### config.mk
export PLATFORM = sky130hd
export DESIGN_NAME = flp_to_fix_out
export DESIGN_NICKNAME = d
export VERILOG_FILES = /design/src/rtl/flp_to_fix_out_pkg.sv /design/src/rtl/flp_to_fix_out_sync_fifo.sv /design/src/rtl/flp_to_fix_out.sv
export SDC_FILE = /design/constraint.sdc
export NUM_CORES = 1
export LEC_CHECK = 0
export CELL_PAD_IN_SITES_DETAIL_PLACEMENT = 1
export CELL_PAD_IN_SITES_GLOBAL_PLACEMENT = 1
export CORE_MARGIN = 2
export CORE_UTILIZATION = 25
export CTS_BUF_LIST = sky130_fd_sc_hd__clkbuf_4
export DETAILED_ROUTE_END_ITERATION = 6
export PLACE_DENSITY_LB_ADDON = 0.1
export SYNTH_ARGS = -nofsm -noshare
export SYNTH_HDL_FRONTEND = slang
export SYNTH_SLANG_ARGS = --single-unit
### constraint.sdc
create_clock -name clk -period 5.3 [get_ports clk]
set_input_delay 1.06 -clock clk [delete_from_list [all_inputs] [get_ports clk]]
set_output_delay 1.06 -clock clk [all_outputs]
set_load 0.02 [all_outputs]
### src/rtl/flp_to_fix_out_pkg.sv
// Shared float-format definitions for the float-to-fixed output stage.
// The input float layout (sign, exponent, mantissa) is fixed here and reused by the top.
package FlpOut_pkg;

  localparam int N_EXP  = 8;
  localparam int N_MANT = 23;
  localparam int BIAS   = 2 ** (N_EXP - 1) - 1;

  localparam logic [N_EXP-1:0] EXP_ONES = '1;

  typedef struct packed {
    logic              sign;
    logic [N_EXP-1:0]  exp;
    logic [N_MANT-1:0] mant;
  } flp_t;

  function automatic flp_t fields_of(input logic [N_EXP+N_MANT:0] raw);
    fields_of = flp_t'(raw);
  endfunction

endpackage

### src/rtl/flp_to_fix_out_sync_fifo.sv
// Small synchronous FIFO holding {sat, data} words; read data is the head entry, forced to 0 when empty.
// A push on a full FIFO is accepted only when a pop happens in the same cycle.
module sync_fifo #(
  parameter int dw    = 17,
  parameter int depth = 4
) (
  input  logic          clk,
  input  logic          rst,
  input  logic          push,
  input  logic          pop,
  input  logic [dw-1:0] wdata,
  output logic [dw-1:0] rdata,
  output logic          full,
  output logic          empty
);

  localparam int aw = $clog2(depth);

  logic [dw-1:0] mem [depth];
  logic [aw-1:0] wr_ptr;
  logic [aw-1:0] rd_ptr;
  logic [aw:0]   count;
  logic          do_push;
  logic          do_pop;

  assign full    = (count == (aw + 1)'(depth));
  assign empty   = (count == '0);
  assign do_push = push & (~full | pop);
  assign do_pop  = pop & ~empty;
  assign rdata   = empty ? '0 : mem[rd_ptr];

  // Storage array, written on accepted push only.
  always_ff @(posedge clk) begin
    if (do_push) mem[wr_ptr] <= wdata;
  end

  // Pointers wrap naturally since depth is a power of two; count tracks occupancy.
  always_ff @(posedge clk or negedge rst) begin
    if (!rst) begin
      wr_ptr <= '0;
      rd_ptr <= '0;
      count  <= '0;
    end else begin
      if (do_push) wr_ptr <= wr_ptr + 1'b1;
      if (do_pop)  rd_ptr <= rd_ptr + 1'b1;
      case ({do_push, do_pop})
        2'b10:   count <= count + 1'b1;
        2'b01:   count <= count - 1'b1;
        default: count <= count;
      endcase
    end
  end

endmodule

### src/rtl/flp_to_fix_out.sv
// Float-to-fixed output stage: two-stage conversion pipeline feeding a valid/ready FIFO.
// Build option FLP_OUT_ROUND_EN: round magnitude half away from zero; otherwise truncate.
module flp_to_fix_out
  import FlpOut_pkg::*;
#(
  parameter int n_exp      = N_EXP,
  parameter int n_mant     = N_MANT,
  parameter int out_w      = 16,
  parameter int frac_w     = 15,
  parameter int fifo_depth = 4
) (
  input  logic                    clk,
  input  logic                    rst,
  input  logic [n_exp+n_mant:0]   in,
  input  logic                    in_valid,
  output logic [out_w-1:0]        out,
  output logic                    out_sat,
  output logic                    out_valid,
  input  logic                    out_ready,
  output logic                    ovf
);

  // Left shifts beyond cl always overflow; w holds {1,mant,half-bit} shifted by up to cl.
  localparam int cl = out_w + 1;
  localparam int w  = n_mant + 2 + cl;

  localparam logic signed [n_exp+1:0] BIAS_S = (n_exp + 2)'(BIAS);
  localparam logic signed [15:0] CL_S  = 16'(cl);
  localparam logic signed [15:0] W_S   = 16'(w);
  localparam logic signed [15:0] OFF_S = 16'(frac_w - n_mant);
  localparam logic [w-1:0] MAX_POS = w'((1 << (out_w - 1)) - 1);
  localparam logic [w-1:0] MAX_NEG = w'(1 << (out_w - 1));
  localparam logic [out_w-1:0] SAT_POS = {1'b0, {(out_w - 1){1'b1}}};
  localparam logic [out_w-1:0] SAT_NEG = {1'b1, {(out_w - 1){1'b0}}};

  flp_t f;
  assign f = fields_of(in);

  logic                    s1_valid;
  logic                    s1_sign;
  logic [n_exp-1:0]        s1_exp;
  logic [n_mant-1:0]       s1_mant;
  logic signed [n_exp+1:0] s1_shift;

  logic                    s2_valid;
  logic [out_w-1:0]        s2_data;
  logic                    s2_sat;

  logic signed [15:0] sh;
  logic signed [15:0] nsh;
  logic [w-1:0]       a_ext;
  logic [w-1:0]       a_sh;
  logic [w-1:0]       mag;
  logic               big;
  logic               over;
  logic [out_w-1:0]   smag;
  logic [out_w-1:0]   conv_data;
  logic               conv_sat;

  logic               full;
  logic               empty;
  logic               pop;

  // S1: unpack the float and remove the exponent bias.
  always_ff @(posedge clk or negedge rst) begin
    if (!rst) begin
      s1_valid <= 1'b0;
      s1_sign  <= 1'b0;
      s1_exp   <= '0;
      s1_mant  <= '0;
      s1_shift <= '0;
    end else begin
      s1_valid <= in_valid;
      if (in_valid) begin
        s1_sign  <= f.sign;
        s1_exp   <= f.exp;
        s1_mant  <= f.mant;
        s1_shift <= $signed({2'b00, f.exp}) - BIAS_S;
      end
    end
  end

  // S2 datapath: align {1,mant} to the output LSB, keeping one half-LSB bit for rounding.
  always_comb begin
    sh    = 16'(s1_shift) + OFF_S;
    nsh   = -sh;
    a_ext = w'({1'b1, s1_mant, 1'b0});
    big   = 1'b0;
    a_sh  = '0;
    if (sh >= 16'sd0) begin
      if (sh > CL_S) big = 1'b1;
      else           a_sh = a_ext << sh[7:0];
    end else if (nsh < W_S) begin
      a_sh = a_ext >> nsh[7:0];
    end
`ifdef FLP_OUT_ROUND_EN
    mag = (a_sh >> 1) + w'(a_sh[0]);
`else
    mag = a_sh >> 1;
`endif
    over = big | (s1_sign ? (mag > MAX_NEG) : (mag > MAX_POS));
    smag = s1_sign ? (~mag[out_w-1:0] + 1'b1) : mag[out_w-1:0];

    conv_data = smag;
    conv_sat  = 1'b0;
    if (s1_exp == '0) begin
      conv_data = '0;
    end else if (s1_exp == EXP_ONES[n_exp-1:0]) begin
      conv_sat  = 1'b1;
      conv_data = (s1_mant != '0) ? '0 : (s1_sign ? SAT_NEG : SAT_POS);
    end else if (over) begin
      conv_sat  = 1'b1;
      conv_data = s1_sign ? SAT_NEG : SAT_POS;
    end
  end

  // S2 register: converted sample presented to the FIFO on the following edge.
  always_ff @(posedge clk or negedge rst) begin
    if (!rst) begin
      s2_valid <= 1'b0;
      s2_data  <= '0;
      s2_sat   <= 1'b0;
    end else begin
      s2_valid <= s1_valid;
      if (s1_valid) begin
        s2_data <= conv_data;
        s2_sat  <= conv_sat;
      end
    end
  end

  assign pop       = out_valid & out_ready;
  assign out_valid = ~empty;

  sync_fifo #(
    .dw    (out_w + 1),
    .depth (fifo_depth)
  ) u_fifo (
    .clk   (clk),
    .rst   (rst),
    .push  (s2_valid),
    .pop   (pop),
    .wdata ({s2_sat, s2_data}),
    .rdata ({out_sat, out}),
    .full  (full),
    .empty (empty)
  );

  // Sticky drop flag: the filter cannot be stalled, so a full FIFO loses the sample.
  always_ff @(posedge clk or negedge rst) begin
    if (!rst)                          ovf <= 1'b0;
    else if (s2_valid & full & ~pop)   ovf <= 1'b1;
  end

endmodule

Word-level counts from Yosys, hierarchy flattened --
Memories as Yosys holds them, arrays and structs flattened. Index checks and enable logic that the tools add are counted.
Storage, ports and cells: RAM bits 68, word-level logic and storage cells 66, register bits after elaboration 68, memories kept 1, output and inout bits 19
Operators by class: shifts and indexed selects 2, reductions and logical operators 4, $lt $le $gt $ge 5, $add $sub $neg 8, eq/ne operators 4, bitwise gates (word level) 11, multiplexer cells 19
Memories:
- u_fifo.mem | depth 4, bits a word 17, read ports 1, clocked after Yosys merged registers in 0, write ports 1, line flp_to_fix_out_sync_fifo.sv:19 | logic [dw-1:0] mem [depth];
Operators by type and width (number):
- 42-bit 2-to-1 mux | 3
- 16-bit 2-to-1 mux | 6
- 25-bit by 8-bit left shift with 42-bit output | 1
- 25-bit by 8-bit right shift with 42-bit output | 1
- 41-bit by 15-bit greater-than comparator with 1-bit output, second input constant | 1
- 41-bit by 16-bit greater-than comparator with 1-bit output, second input constant | 1
- 23-bit nonzero test | 1
- 17-bit 2-to-1 mux | 1
- 16-bit by 1-bit adder with 16-bit output, second input constant | 1
- 16-bit by 7-bit < comparator with 1-bit output, second input constant | 1
- 10-bit negation with 16-bit output | 1
- 16-bit NOT | 1
- 9-bit by 4-bit adder with 10-bit output, second input constant | 1
- 10-bit by 1-bit greater-or-equal comparator with 1-bit output, second input constant | 1
- 10-bit by 6-bit greater-than comparator with 1-bit output, second input constant | 1
- 8-bit by 7-bit subtractor with 9-bit output, second input constant | 1
- 8-bit equality test, second input constant | 1
- 8-bit zero test | 1
- 1-bit 2-to-1 mux | 8
- 3-bit case mux with 2 select lines | 1
- 1-bit AND | 5
- 2-bit by 1-bit adder with 2-bit output, second input constant | 2
- 3-bit by 1-bit adder with 3-bit output, second input constant | 1
- 3-bit equality test, second input constant | 1
- 7 further kinds | 10

Logic depth before layout (Yosys ltp) --
word-level depth 11, depth in mapped cells 23, gate-level depth less buffers 16

Modules after synthesis --
Synthesis repeated with hierarchy kept, for this count alone.
Second synthesis, totals: cell total of the unflattened synthesis 992, area, all modules 10676.5 um2
Modules (own cells, without submodules):
- flp_to_fix_out | cells each 845, seq. area each 1526.5 um2, times used 1, area an instance 7651.1 um2
- sync_fifo | cells each 147, seq. area each 2217.1 um2, times used 1, area an instance 3025.4 um2

Worst setup path after synthesis --
Ideal clock, no wire load.
path type flip-flop to flip-flop, from register s1_shift[0], to register s2_data[10], stages on the path, launching flop included 24, period minus slack after synthesis 4740 ps, setup slack 560 ps, setup time 144 ps, arrival 4596 ps, required time 5156 ps, path through dfrtp_1 > buf_6 > buf_6 > inv_2 > buf_1 > ha_1 > buf_2 > buf_2 > mux4_2 > nand2_1 > o311ai_0 > a221oi_1 > o21ai_0 > a21oi_1 > inv_1 > ha_1 > nand4b_1 > nor4bb_1 > a31oi_1 > a21oi_2 > or3_1 > buf_6 > buf_6 > o221ai_2
Between the ends: word-level cells in the longest chain between the ends 11, elaborated cells on any way between the ends 22, those cells by class add/sub (3); order compare (5); shift (2); mux (10); bitwise (2)
RTL lines:
- from (decl) | line flp_to_fix_out.sv:43 | logic signed [n_exp+1:0] s1_shift;
- from (signal assigned) | line flp_to_fix_out.sv:78 | s1_shift <= $signed({2'b00, f.exp}) - BIAS_S;
- 9-bit by 4-bit adder with 10-bit output * | line flp_to_fix_out.sv:85 | sh = 16'(s1_shift) + OFF_S;
- 10-bit negation with 16-bit output | line flp_to_fix_out.sv:86 | nsh = -sh;
- 16-bit by 7-bit < comparator with 1-bit output / 25-bit by 8-bit right shift with 42-bit output (equally long branches) | line flp_to_fix_out.sv:93, flp_to_fix_out.sv:94
- 42-bit 2-to-1 mux | line flp_to_fix_out.sv:93 | end else if (nsh < W_S) begin
- 42-bit 2-to-1 mux | line flp_to_fix_out.sv:90 | if (sh >= 16'sd0) begin
- 41-bit by 15-bit greater-than comparator with 1-bit output, or another cell as far along | line flp_to_fix_out.sv:101 | over = big | (s1_sign ? (mag > MAX_NEG) : (mag > MAX_POS));
- 1-bit 2-to-1 mux / 16-bit by 1-bit adder with 16-bit output (equally long branches) | line flp_to_fix_out.sv:101, flp_to_fix_out.sv:102
- 1-bit bitwise OR / 16-bit 2-to-1 mux (equally long branches) | line flp_to_fix_out.sv:101, flp_to_fix_out.sv:102
- 16-bit 2-to-1 mux * | line flp_to_fix_out.sv:111 | end else if (over) begin
- 16-bit 2-to-1 mux * | line flp_to_fix_out.sv:108 | end else if (s1_exp == EXP_ONES[n_exp-1:0]) begin
- 16-bit 2-to-1 mux * | line flp_to_fix_out.sv:106 | if (s1_exp == '0) begin
- to (signal assigned) | line flp_to_fix_out.sv:126 | s2_data <= conv_data;
- to (decl) | line flp_to_fix_out.sv:46 | logic [out_w-1:0] s2_data;
Every way passes the cells marked *; elsewhere a longest branch is shown, timed or not. A chain may end at the register's enable or synchronous reset.

Final worst setup path --
from register s1_shift[2], to register s2_data[5]
The elaborated chain is that of the path after synthesis.

==> run summary <==
Worst setup startpoint - s1_shift[2]
Initial Util - 25.3%
Async S/R FF share, synth - 50.0%
Worst path slowest cell - o21bai_2
Die Ht - 202 um
Worst-Skew Late Latency - 0.63 ns
Worst path max stage delay - 0.68 ns
Die W - 202 um
Num CTS Buffers - 17
Hold WC Path Type - primary input to asynchronous set/reset pin
Fin Clk Skew - 0.0330 ns
Synth Area in Adders - 1.74%
largest net degree at the start of global routing - 77
max-slew violation count - 0
DR vias - 7565
worst reg2reg startpoint - s1_shift[2]
internal power - 2.54 mW
Fin Setup TNS - 0 ns
Synth Flop Type - edfxtp_1
crit path launch type - flip-flop
Ports - 55
drt wl/cell - 22.7 um
Critical Path AT - 5.37 ns
Final Cycle Share - 92.8%
HPWL after DPL - 24.1 mm
worst r2r path cells - 13
maximum clock rate - 203 MHz
worst path required time - 5.75 ns
WP buf/inv - 4
fin nets - 955
Clock Sinks - 136
Final Hold Viols - 0
Clk pin slew, worst setup/hold paths - 0.18 ns
Yosys top cell by area - edfxtp_1
syn_nets - 939
initial antenna violation count - 1
post-synthesis cell type count - 93
root buffer cell - clkbuf_4
DR iter-0 viols - 422
WS Path Type - flip-flop to flip-flop
first-pass GRT wire length - 51.1 mm
mux contribution to synthesized area - 22.7%
drt drc - 0
reg-to-reg slack, setup - 0.38 ns
Area Overhead vs Synth - 12.8%
Setup Buffers After CTS - 0
Post-Syn Instances - 890
worst vdd ir - 0.000115 V
Pwr Density - 394 nW/um^2
sw frac - 41.6%
Leak - 3.96 nW
1st-pass router iterations - 4
sequential area share after synthesis - 38.2%
Tmin final - 4.92 ns
FF-to-FF End - s2_data[5]
Comb pwr share - 45.7%
max_cap viols - 0
# H-tree levels - 4
# port buffers - 54
total grt overflow - 0
gr usage total - 16.5%
Post-synth EDFFs - 68
share of layout cells above drive strength 1 - 22.9%
largest family of logic cells by synthesized area - multiplexers
Avg Inst Size Synth - 11.0 um^2
Mapped Area - 9790 um^2
vias per inst - 5.26
cells along the critical path - buf_4, inv_1, buf_4, or2_2, o211ai_1, a21oi_1, o31ai_1, o211ai_1, a2111o_1, inv_1, a21oi_1, o21bai_2, o221ai_1
status - finished clean
Slew Limit Headroom - 34.1%
vias in the first global route - 7983
Compound-Gate Fraction of Synth Area - 14.6%
gpl congestion - 0.845
Die Area - 40800 um^2
Finish-stage setup viols - 0
crit-path leading delay family - compound AO/OA/AOI/OAI gates
CP endpoint kind - flip-flop
fin util - 28.6%
row count - 72
Core ar. - 38600 um^2
CTS tree - yes
sequential fraction of design power - 36.6%
Synthesis Warnings - 0
top area cells in the synthesized netlist - edfxtp_1, dfrtp_1, mux4_2
CP Capture Point - s2_data[5]
clock share of power - 17.7%
worst-margin pin slew - 0.988 ns
post-synth top area share - 20.9%
Synth Register Bits - 136
final WL - 32.6 mm
simple-gate share of the synthesized area - 13.1%
Routed Antenna Nets - 0
Max Root-Sink Buffers - 2
xor and xnor area share after synthesis - 3.81%
Switch Pwr - 1.81 mW
RSZ-0062 raised after global routing - false
Post-CTS Resized - 0
crit-path max FO - 38
Worst path depth - 13
CTS hold repair buffers - 0
## Yosys cell counts (all sizes together), types with 9 or more instances
cell and count:
edfxtp 68, o221ai 17, o21ai 30, nor2 49, and2 29, a21oi 39, nor3 18, mux2i 41
xnor2 19, o31ai 10, nand3 20, nand2 59, mux4 49, buf 44, dfrtp 68, o22ai 9
clkbuf 39, or3 10, inv 32, a31oi 9, nand4 12, xor2 21, mux2 62, ha 12
o211ai 10
## cells by family after synthesis
| family | count (synthesis) |
|---|---|
| adders and majority gates | 13 |
| and+or+nand+nor | 244 |
| DFF | 136 |
| muxes | 152 |
| buffers and inverters | 116 |
| AOI/OAI and AO/OA | 189 |
| xor gates and xnor gates | 40 |
## worst min path at each step
stage	slack, ns	cells past startpoint	to
final	0.29	1	s1_mant[20]
after global routing	0.24	1	s1_mant[20]
after CTS	0.24	1	s1_mant[20]
after detailed placement	0.46	1	ovf
after global placement	0.46	1	ovf
after floorplan	0.35	0	s2_valid
## metrics by stage
stage | worst slack [ns] | hold WS (ns) | instances | power, mW | instance area [um^2]
2_1_floorplan | 0.560 | 0.352 | 890 | 2.91 | 9790
3_5_place_dp | 0.512 | 0.463 | 1405 | 3.64 | 10700
6_report | 0.383 | 0.295 | 1439 | 4.35 | 11100
5_1_grt | 0.132 | 0.242 | 1439 | 4.66 | 11100
3_3_place_gp | 0.416 | 0.462 | 1405 | 3.64 | 10700
4_1_cts | 0.501 | 0.243 | 1437 | 4.43 | 11000
## layout by cell type (no fill, tap or decap), drive strengths merged, types with 12 or more instances in the layout
| cell | synthesis | layout |
|---|---|---|
| nand2 | 59 | 59 |
| nor3 | 18 | 18 |
| clkdlybuf4s50 | 0 | 52 |
| xor2 | 21 | 21 |
| mux2i | 41 | 41 |
| a21oi | 39 | 39 |
| buf | 44 | 28 |
| nor2 | 49 | 49 |
| xnor2 | 19 | 19 |
| nand3 | 20 | 20 |
| and2 | 29 | 29 |
| dfrtp | 68 | 68 |
| clkbuf | 39 | 17 |
| edfxtp | 68 | 68 |
| nand4 | 12 | 12 |
| o221ai | 17 | 17 |
| ha | 12 | 12 |
| mux4 | 49 | 49 |
| o21ai | 30 | 30 |
| inv | 32 | 41 |
| mux2 | 62 | 62 |
## power groups by stage
stage	combinational [mW]	sequential [mW]	clock, mW
after floorplan	1.44	1.47	0
after global placement	2.02	1.62	0
after detailed placement	2.02	1.63	0
after CTS	2.02	1.60	0.810
after global routing	2.17	1.64	0.852
final	1.99	1.60	0.769
## routing by layer
layer / wire length [um] / global-route usage [%]
met5: 0 / 0
met4: 692 / 5.23
met3: 1290 / 3.00
met2: 15600 / 26.7
met1: 15000 / 22.3
## worst reg2reg max path: cells and delay by family, from the launching register on
family | cells | cell delay [ns]
and+or+nand+nor | 1 | 0.29
DFF | 1 | 0.63
AOI/OAI and AO/OA | 8 | 2.56
buffers and inverters | 4 | 1.28
## cell type report
cell class              count  area, um^2
clock inverters            15         179
clock buffers              17         128
multi-input cells         638        5480
fillers                  4305       27600
inverters                  33         124
diodes                      2        5.00
flip-flops and latches    136        3750
repair buffers             80         741
well taps                 518         648
## flip-flops by register name, indices dropped and copies added, names as in the netlist, 2 cells and up
signal / flops
s1_shift: 9
u_fifo.mem: 68
u_fifo.rd_ptr: 2
u_fifo.wr_ptr: 2
s1_exp: 8
s1_mant: 23
u_fifo.count: 3
s2_data: 16
Power figures use the tool's default switching activity.
